### src/rtl/rst_seq_ctrl_if.sv
// Control/status bundle between the reset sequencer and its environment.
// master drives lock and soft-reset inputs; slave (the sequencer) drives resets and status.
interface rst_seq_ctrl_if #(
  parameter int STAGES = 4
) ();
  logic              vpx_locked;
  logic              soft_rst_req;
  logic [STAGES-1:0] rst_out;
  logic              all_rdy;
  logic [1:0]        seq_state;
  logic [15:0]       lock_loss_cnt;

  modport master (
    output vpx_locked,
    output soft_rst_req,
    input  rst_out,
    input  all_rdy,
    input  seq_state,
    input  lock_loss_cnt
  );

  modport slave (
    input  vpx_locked,
    input  soft_rst_req,
    output rst_out,
    output all_rdy,
    output seq_state,
    output lock_loss_cnt
  );
endinterface

### src/rtl/rst_seq_ctrl.sv
// Staged reset sequencer: qualifies vpx_locked, then releases domains in ascending order.
// Lock loss re-asserts all domains SYNC_STAGES+1 edges after the input falls; no backpressure.
module rst_seq_ctrl #(
  parameter int STAGES      = 4,
  parameter int STAGE_DLY   = 1000,
  parameter int LOCK_STABLE = 10000,
  parameter int SYNC_STAGES = 2
) (
  input  logic          clk_100m,
  input  logic          rst,
  rst_seq_ctrl_if.slave bus
);

  localparam int CNT_MAX = (LOCK_STABLE > STAGE_DLY) ? LOCK_STABLE : STAGE_DLY;
  localparam int CW      = $clog2(CNT_MAX + 1);
  localparam int IW      = $clog2(STAGES + 1);

  localparam logic [CW-1:0] STABLE_TC = CW'(LOCK_STABLE - 1);
  localparam logic [CW-1:0] DLY_TC    = CW'(STAGE_DLY - 1);
  localparam logic [IW-1:0] LAST_IDX  = IW'(STAGES - 1);

  typedef enum logic [1:0] {
    S_HOLD    = 2'd0,
    S_RELEASE = 2'd1,
    S_RUN     = 2'd2,
    S_ASSERT  = 2'd3
  } state_t;

  logic [SYNC_STAGES-1:0] sync_q;
  logic                   lock_s;
  state_t                 state_q;
  logic [CW-1:0]          stable_cnt_q;
  logic [CW-1:0]          dly_cnt_q;
  logic [IW-1:0]          idx_q;
  logic [STAGES-1:0]      rst_out_q;
  logic                   all_rdy_q;
  logic [15:0]            lock_loss_cnt_q;
  logic [15:0]            lock_loss_cnt_d;

  assign lock_s          = sync_q[SYNC_STAGES-1];
  assign lock_loss_cnt_d = (lock_loss_cnt_q == 16'hFFFF) ? lock_loss_cnt_q
                                                         : lock_loss_cnt_q + 16'd1;

  always_ff @(posedge clk_100m) begin
    if (rst) begin
      sync_q <= '0;
    end else begin
      sync_q <= {sync_q[SYNC_STAGES-2:0], bus.vpx_locked};
    end
  end

  always_ff @(posedge clk_100m) begin
    if (rst) begin
      state_q         <= S_HOLD;
      stable_cnt_q    <= '0;
      dly_cnt_q       <= '0;
      idx_q           <= '0;
      rst_out_q       <= '1;
      all_rdy_q       <= 1'b0;
      lock_loss_cnt_q <= '0;
    end else begin
      unique case (state_q)
        S_HOLD: begin
          if (!lock_s) begin
            stable_cnt_q <= '0;
          end else if (stable_cnt_q == STABLE_TC) begin
            state_q      <= S_RELEASE;
            stable_cnt_q <= '0;
            dly_cnt_q    <= '0;
            idx_q        <= '0;
          end else begin
            stable_cnt_q <= stable_cnt_q + CW'(1);
          end
        end

        // Lock loss outranks a simultaneous software request.
        S_RELEASE, S_RUN: begin
          if (!lock_s) begin
            state_q         <= S_HOLD;
            rst_out_q       <= '1;
            all_rdy_q       <= 1'b0;
            stable_cnt_q    <= '0;
            lock_loss_cnt_q <= lock_loss_cnt_d;
          end else if (bus.soft_rst_req) begin
            state_q   <= S_ASSERT;
            rst_out_q <= '1;
            all_rdy_q <= 1'b0;
            dly_cnt_q <= '0;
          end else if (state_q == S_RELEASE) begin
            if (dly_cnt_q == DLY_TC) begin
              // Shifting in zeros keeps the released bits contiguous from bit 0.
              dly_cnt_q <= '0;
              rst_out_q <= rst_out_q << 1;
              idx_q     <= idx_q + IW'(1);
              if (idx_q == LAST_IDX) begin
                state_q   <= S_RUN;
                all_rdy_q <= 1'b1;
              end
            end else begin
              dly_cnt_q <= dly_cnt_q + CW'(1);
            end
          end
        end

        S_ASSERT: begin
          if (!lock_s) begin
            state_q         <= S_HOLD;
            stable_cnt_q    <= '0;
            lock_loss_cnt_q <= lock_loss_cnt_d;
          end else if (dly_cnt_q == DLY_TC) begin
            state_q      <= S_HOLD;
            stable_cnt_q <= '0;
          end else begin
            dly_cnt_q <= dly_cnt_q + CW'(1);
          end
        end
      endcase
    end
  end

  assign bus.rst_out       = rst_out_q;
  assign bus.all_rdy       = all_rdy_q;
  assign bus.seq_state     = state_q;
  assign bus.lock_loss_cnt = lock_loss_cnt_q;

endmodule

### src/flat_wrapper.sv
// flat-port wrapper written by rule: the top's interface ports become plain ports
module rst_seq_ctrl_flat 
#(
  parameter int STAGES      = 4,
  parameter int STAGE_DLY   = 1000,
  parameter int LOCK_STABLE = 10000,
  parameter int SYNC_STAGES = 2
)
  (clk_100m, rst, bus_vpx_locked, bus_soft_rst_req, bus_rst_out, bus_all_rdy, bus_seq_state, bus_lock_loss_cnt);
  rst_seq_ctrl_if #(.STAGES(STAGES)) bus_i ();
  input  logic clk_100m;
  input  logic rst;
  input wire logic [$bits(bus_i.vpx_locked)-1:0] bus_vpx_locked;
  input wire logic [$bits(bus_i.soft_rst_req)-1:0] bus_soft_rst_req;
  output wire logic [$bits(bus_i.rst_out)-1:0] bus_rst_out;
  output wire logic [$bits(bus_i.all_rdy)-1:0] bus_all_rdy;
  output wire logic [$bits(bus_i.seq_state)-1:0] bus_seq_state;
  output wire logic [$bits(bus_i.lock_loss_cnt)-1:0] bus_lock_loss_cnt;
  assign bus_i.vpx_locked = bus_vpx_locked;
  assign bus_i.soft_rst_req = bus_soft_rst_req;
  assign bus_rst_out = bus_i.rst_out;
  assign bus_all_rdy = bus_i.all_rdy;
  assign bus_seq_state = bus_i.seq_state;
  assign bus_lock_loss_cnt = bus_i.lock_loss_cnt;
  rst_seq_ctrl #(.STAGES(STAGES), .STAGE_DLY(STAGE_DLY), .LOCK_STABLE(LOCK_STABLE), .SYNC_STAGES(SYNC_STAGES)) u_core (.clk_100m(clk_100m), .rst(rst), .bus(bus_i));
endmodule
### config.mk
export PLATFORM = sky130hd
export DESIGN_NAME = rst_seq_ctrl_flat
export DESIGN_NICKNAME = d
export VERILOG_FILES = /design/src/rtl/rst_seq_ctrl_if.sv /design/src/rtl/rst_seq_ctrl.sv /design/src/flat_wrapper.sv
export SDC_FILE = /design/constraint.sdc
export NUM_CORES = 1
export LEC_CHECK = 0
export ABC_CLOCK_PERIOD_IN_PS = 3600
export CAP_MARGIN = 10
export CORE_ASPECT_RATIO = 1.2
export CORE_MARGIN = 8
export CORE_UTILIZATION = 55
export CTS_CLUSTER_DIAMETER = 50
export DETAILED_ROUTE_END_ITERATION = 10
export PLACE_DENSITY_LB_ADDON = 0.05
export SKIP_LAST_GASP = 1
export SYNTH_ARGS = -nofsm -noshare
export SYNTH_HDL_FRONTEND = slang
export SYNTH_SLANG_ARGS = --single-unit
### constraint.sdc
create_clock -name clk_100m -period 3.6 [get_ports clk_100m]
set_clock_uncertainty 0.05 [all_clocks]
set_input_delay 1.08 -clock clk_100m [delete_from_list [all_inputs] [get_ports clk_100m]]
set_output_delay 1.08 -clock clk_100m [all_outputs]
set_load 0.01 [all_outputs]
==> out/metrics.cfg <==
[global_route]
met1_usage = 0.196
gr-total-overflow = 0
grt_busiest_layer = met2
use_met2 = 0.269
grt_use_met3 = 0.0336
grt_max_degree = 40
grt.total_usage = 0.160
grt_pass1_vias = 2512
grt_pass1_wl_um = 11400
antenna_found_initial = 0

[floorplanning]
dieArea_mm2 = 0.00816
rows = 29
start_util = 0.573
coreArea_mm2 = 0.00530
ios = 27
die_h_um = 97.4
die_x_um = 83.8

[cells_and_area]
multiInputGateArea_mm2 = 0.00180
nNetsFinal = 392
drive_gt1_frac = 0.0528
layout-area-overhead-vs-synth_pct = 13.1
stdcell_count = 441
diodes = 0
fillCellCount = 470
regArea_mm2 = 0.00112
utilization = 0.648

[placed_design]
numPortBuffers = 26
gp_congestion = 0.872
dpl.hpwl_um = 4830
place_inst = 433

[timing]
fmax_mhz = 366
rsz0062_at_grt = false
setup_viol = 0
maxSlewViolCount = 0
fin_crit_ns = 2.73
max_slew_margin = 0.513
finalHoldViolCount = 0
holdWs_ns = 0.399
setup_tns_ns = 0
worstMarginPinSlew_ns = 0.728
fin_crit_sh = 0.759

[routing]
drt-initial-drc-count = 181
routed_wl_um = 6740
wl_per_cell_um = 15.3
postRouteAntennaNets = 0
dr.pass1.iters = 4
route.detailed.drc = 0
vias_per_cell = 6.17
vias = 2721

[power_and_ir_drop]
ir_worst_vdd_mv = 0.171
p_int_mw = 0.791
clkPwrFrac = 0.319
switching_share = 0.251
p_switching_mw = 0.265
p_leak_nw = 1.10
seqPwrFrac = 0.596
pwr-share-comb = 0.086
power_density_mw_per_mm2 = 308

[yosys]
synth_edf_count = 0
synth.avg_cell_area_um2 = 8.53
syn_area_mm2 = 0.00304
yosysSeqAreaShare = 0.369
synth_top_area_share = 0.369
synth_common_cells = 56 x dfxtp_1, 35 x nor2_1, 25 x nand2_1, 23 x a21oi_1, 19 x o21ai_0
synth_top_cell_by_area = dfxtp_1
synth.most_common_cell = dfxtp_1
ys_warn_count = 0
synth_cells = 356
synth_area_leaders = dfxtp_1 37%, nor2_1 4.3%, ha_1 4.1%
ys.flop_type = dfxtp_1
synthArstFlopShare = 0
synth_nets = 370
ys_seq_elements = 56
yosysUniqueCellTypes = 52

[clock_network]
cts.sinks = 56
ctsResizeCount = 0
cts_tree = yes
cts_setup_buffers = 0
cts-root-buf = clkbuf_8
cts_hold_buf = 0
clk_path_buf_depth = 2
htreeDepth = 2
cts-buffers-inserted = 5
clk_latency_ns = 0.31
worst_setup_hold_path_clk_slew_ns = 0.10

[setup_path]
worstSetupPathType = reg2reg
worstSetupStartpointType = register
arrival_ns = 2.86
required_ns = 3.73
crit_fanout = 13
crit_path_end_kind = register

[hold_path]
min_path_type = reg2reg

[status]
outcome = finished clean

[job]
cap_violations = 0

==> critical path, stage by stage, from the launching register on <==
cell and delay (ns):
dfxtp_1 0.41, inv_1 0.12, ha_1 0.34, nor3b_1 0.22
nand4_1 0.47, a2111oi_0 0.74, xnor2_1 0.18, nor2_1 0.05
==> cell usage in the layout (no fill, tap or decap), types with 3 or more instances in the layout <==
master | Yosys | layout
nor2_1 | 35 | 35
nand2b_1 | 3 | 3
nand3_1 | 14 | 14
a21o_1 | 3 | 3
clkdlybuf4s50_1 | 0 | 26
o21ai_0 | 19 | 19
a2111oi_0 | 4 | 4
dfxtp_1 | 56 | 56
a211oi_1 | 15 | 15
nand4b_1 | 6 | 6
clkbuf_8 | 0 | 5
nor2b_1 | 6 | 6
o2111ai_1 | 3 | 3
and3_1 | 6 | 6
inv_1 | 12 | 12
nor3_1 | 4 | 4
ha_1 | 10 | 10
a21oi_1 | 23 | 23
xor2_1 | 13 | 13
a31oi_1 | 4 | 4
and2_1 | 3 | 3
nand2_1 | 25 | 25
nor3b_1 | 5 | 5
nand4_1 | 10 | 10
or3_1 | 7 | 7
xnor2_1 | 13 | 13
and4_1 | 7 | 7
buf_4 | 1 | 5
o211ai_1 | 6 | 6
==> path summary, 6_finish.rpt <==
kind | to | startpoint | depth (start not counted) | slack [ns]
worst min-delay path | u_core.sync_q[1] | u_core.sync_q[0] | 1 | 0.40
worst max-delay path | u_core.stable_cnt_q[9] | u_core.bus.seq_state[0] | 7 | 0.87
worst max register to register | u_core.stable_cnt_q[9] | u_core.bus.seq_state[0] | 7 | 0.87
worst min register to register | u_core.sync_q[1] | u_core.sync_q[0] | 1 | 0.40
==> power groups by stage <==
stage / Clock, mW / Combinational, mW / Sequential, mW
CTS: 0.352 / 0.0908 / 0.629
finish: 0.337 / 0.0905 / 0.629
floorplan: 0 / 0.0637 / 0.642
global placement: 0 / 0.0879 / 0.643
global route: 0.373 / 0.0991 / 0.630
detailed placement: 0 / 0.0900 / 0.643
==> cells by family after synthesis <==
family,Yosys count,share of synthesized area
adder cells (fa/ha/maj),10,0.0412
AND/OR/NAND/NOR,142,0.262
buffers and inverters,29,0.0379
XOR/XNOR,26,0.0750
multiplexers,1,0.00330
flip-flops,56,0.369
AO/OA/AOI/OAI,92,0.211
==> state kept, by name, summed over array words and instances (netlist names) <==
name                      count
u_core.bus.all_rdy            1
u_core.bus.lock_loss_cnt     16
u_core.bus.rst_out            4
u_core.bus.seq_state          2
u_core.dly_cnt_q             14
u_core.idx_q                  3
u_core.stable_cnt_q          14
u_core.sync_q                 2
==> cell type report <==
cell class | instances | share of cell area
flip-flops and latches | 56 | 0.327
repair buffers | 31 | 0.0867
inverters | 13 | 0.0142
well taps | 62 | 0.0226
clock inverters | 3 | 0.00547
clock buffers | 5 | 0.0200
multi-input cells | 271 | 0.524
==> per-layer routing <==
metal / share of wire / routed length, um
met1: 0.47 / 3190
met2: 0.48 / 3240
met3: 0.034 / 232
met4: 0.011 / 76
met5: 0 / 0
==> stage by stage <==
step	power, mW	area (um^2)	setup slack (ns)
floorplan	0.706	3040	1.12
global placement	0.731	3350	0.682
detailed placement	0.733	3350	0.622
CTS	1.07	3430	0.903
global route	1.10	3430	0.643
finish	1.06	3430	0.868
Note: power is estimated with default switching activity, not from simulation.
==> variant: new RTL, same flow settings <==
`STAGES` is set to 4 in 3 places; all go to 16.
--- a/src/rtl/rst_seq_ctrl_if.sv
+++ b/src/rtl/rst_seq_ctrl_if.sv
@@ -3,3 +3,3 @@
 interface rst_seq_ctrl_if #(
-  parameter int STAGES = 4
+  parameter int STAGES = 16
 ) ();
--- a/src/rtl/rst_seq_ctrl.sv
+++ b/src/rtl/rst_seq_ctrl.sv
@@ -3,3 +3,3 @@
 module rst_seq_ctrl #(
-  parameter int STAGES      = 4,
+  parameter int STAGES      = 16,
   parameter int STAGE_DLY   = 1000,
--- a/src/flat_wrapper.sv
+++ b/src/flat_wrapper.sv
@@ -3,3 +3,3 @@
 #(
-  parameter int STAGES      = 4,
+  parameter int STAGES      = 16,
   parameter int STAGE_DLY   = 1000,
Ports: changed (resized bus_rst_out); port bits go from 27 to 39. No check against the original RTL was run, so the function may have changed too.
==> variant against the unedited design <==
- cell area grew 22%
- hold slack worse by 0.0078 ns
- critical path depth is 1 lower
- sequential share of layout area is 0.70 points higher
- sequential cell count increased by 14
- non-clock buffer count is 11 higher
- worst setup slack better by 0.012 ns
- synthesized area is 15% higher
- die area up 12%
- wire length grew 19%
Power is not compared: it rests on default switching activity, and its combinational part moved more than twofold at a synthesized area within 25%.
==> variant: results (changes against the unedited design) <==
The compound-gate portion of the synthesized area is 15.8% (-5.3 points). The logs give 2.93 ns (+0.07 ns) for the arrival time reported for the critical path endpoint and 416 (+17%) for the post-synthesis cell count. The post-layout net count is 463 (+18%), and the placed instance area is 0.00392 sq mm (+17%). The layout cell share with drive strength beyond 1 is 5.95% (+0.67 points), and the pre-CTS setup slack is 0.626 ns (+0.00476 ns). Overall via count from detail_route: 3135 (+15%). For the routed metal-1 wire length, the log shows 3620 um (+13%). The detailed router's first-iteration violation count was 106 (-41%).

The run gives 3049 (+21%) as the number of global-route vias before repair. The register-to-register path setup slack is 1.03 ns (+0.16 ns). The run gives 4050 um (+25%) as the routed length on met2. The number of filler instances in the final layout is 560 (+19%). Sorting the synthesized cells by how often they occur yields dfxtp_1 (70), nor2_1 (53), nand2_1 (32). The adder-cell share of the synthesized area is 3.58% (-0.54 points). The routing usage on met2 is 32.5% (+5.6 points).

The post-placement cell count was 523 (+21%). The xor/xnor share of the synthesized area was 5.52% (-2.0 points); the clock latency of the later-clocked register in the worst-skew pair was 0.34 ns (+0.03 ns). The cell depth of the worst flop-to-flop path was 5 (-2). The share of synthesized area spent on multiplexers works out to 4.87% (+4.5 points).

For the HPWL reported at the end of detailed placement, the log shows 5540 um (+15%). The critical register-to-register path startpoint was u_core.dly_cnt_q[10]. For the count of unique library cells instantiated by Yosys, the log shows 54 (+3.8%).

The global routing usage on met1 was 21.3% (+1.7 points); the number of clock buffers inserted by TritonCTS was 9 (+4). The met3 track demand over resource in global routing came out at 4.51% (+1.2 points). Pin count of the biggest net entering global routing: 52 (+30%). The tools report the met3 wire length as 248 um (+6.9%).

The final hold slack was 0.391 ns (-0.00782 ns). The largest individual stage delay along the critical path comes from the cell nor4_1. The tools report the total wire length after detailed routing as 8050 um (+19%). The overall routing resource usage is 18.8% (+2.7 points), and the net count of the mapped netlist is 430 (+16%).

The run finished with clean final reports. The slew at the pin with the worst max-slew slack was 0.793 ns (+0.0651 ns); the area overhead of the layout relative to synthesis was 20.3%. The longest individual stage delay on the worst path is 0.60 ns (-0.14 ns).
[variant: worst max path at each step]
stage | endpoint | startpoint | cells past startpoint | slack [ns]
2_1_floorplan | u_core.dly_cnt_q[3] | u_core.bus.seq_state[0] | 8 | 1.20
3_3_place_gp | u_core.dly_cnt_q[13] | bus_soft_rst_req | 6 | 0.68
3_5_place_dp | u_core.dly_cnt_q[11] | bus_soft_rst_req | 6 | 0.63
4_1_cts | u_core.dly_cnt_q[11] | bus_soft_rst_req | 6 | 0.94
5_1_grt | u_core.dly_cnt_q[11] | bus_soft_rst_req | 6 | 0.81
6_report | u_core.dly_cnt_q[11] | bus_soft_rst_req | 6 | 0.88
[variant: area by class of cell]
cell class,count,area share [%]
Clock buffer,10,3.04
Timing Repair Buffer,42,9.65
Tap cell,85,2.53
Inverter,15,1.34
Sequential cell,70,33.4
Clock inverter,6,3.75
Multi-Input combinational cell,311,46.3
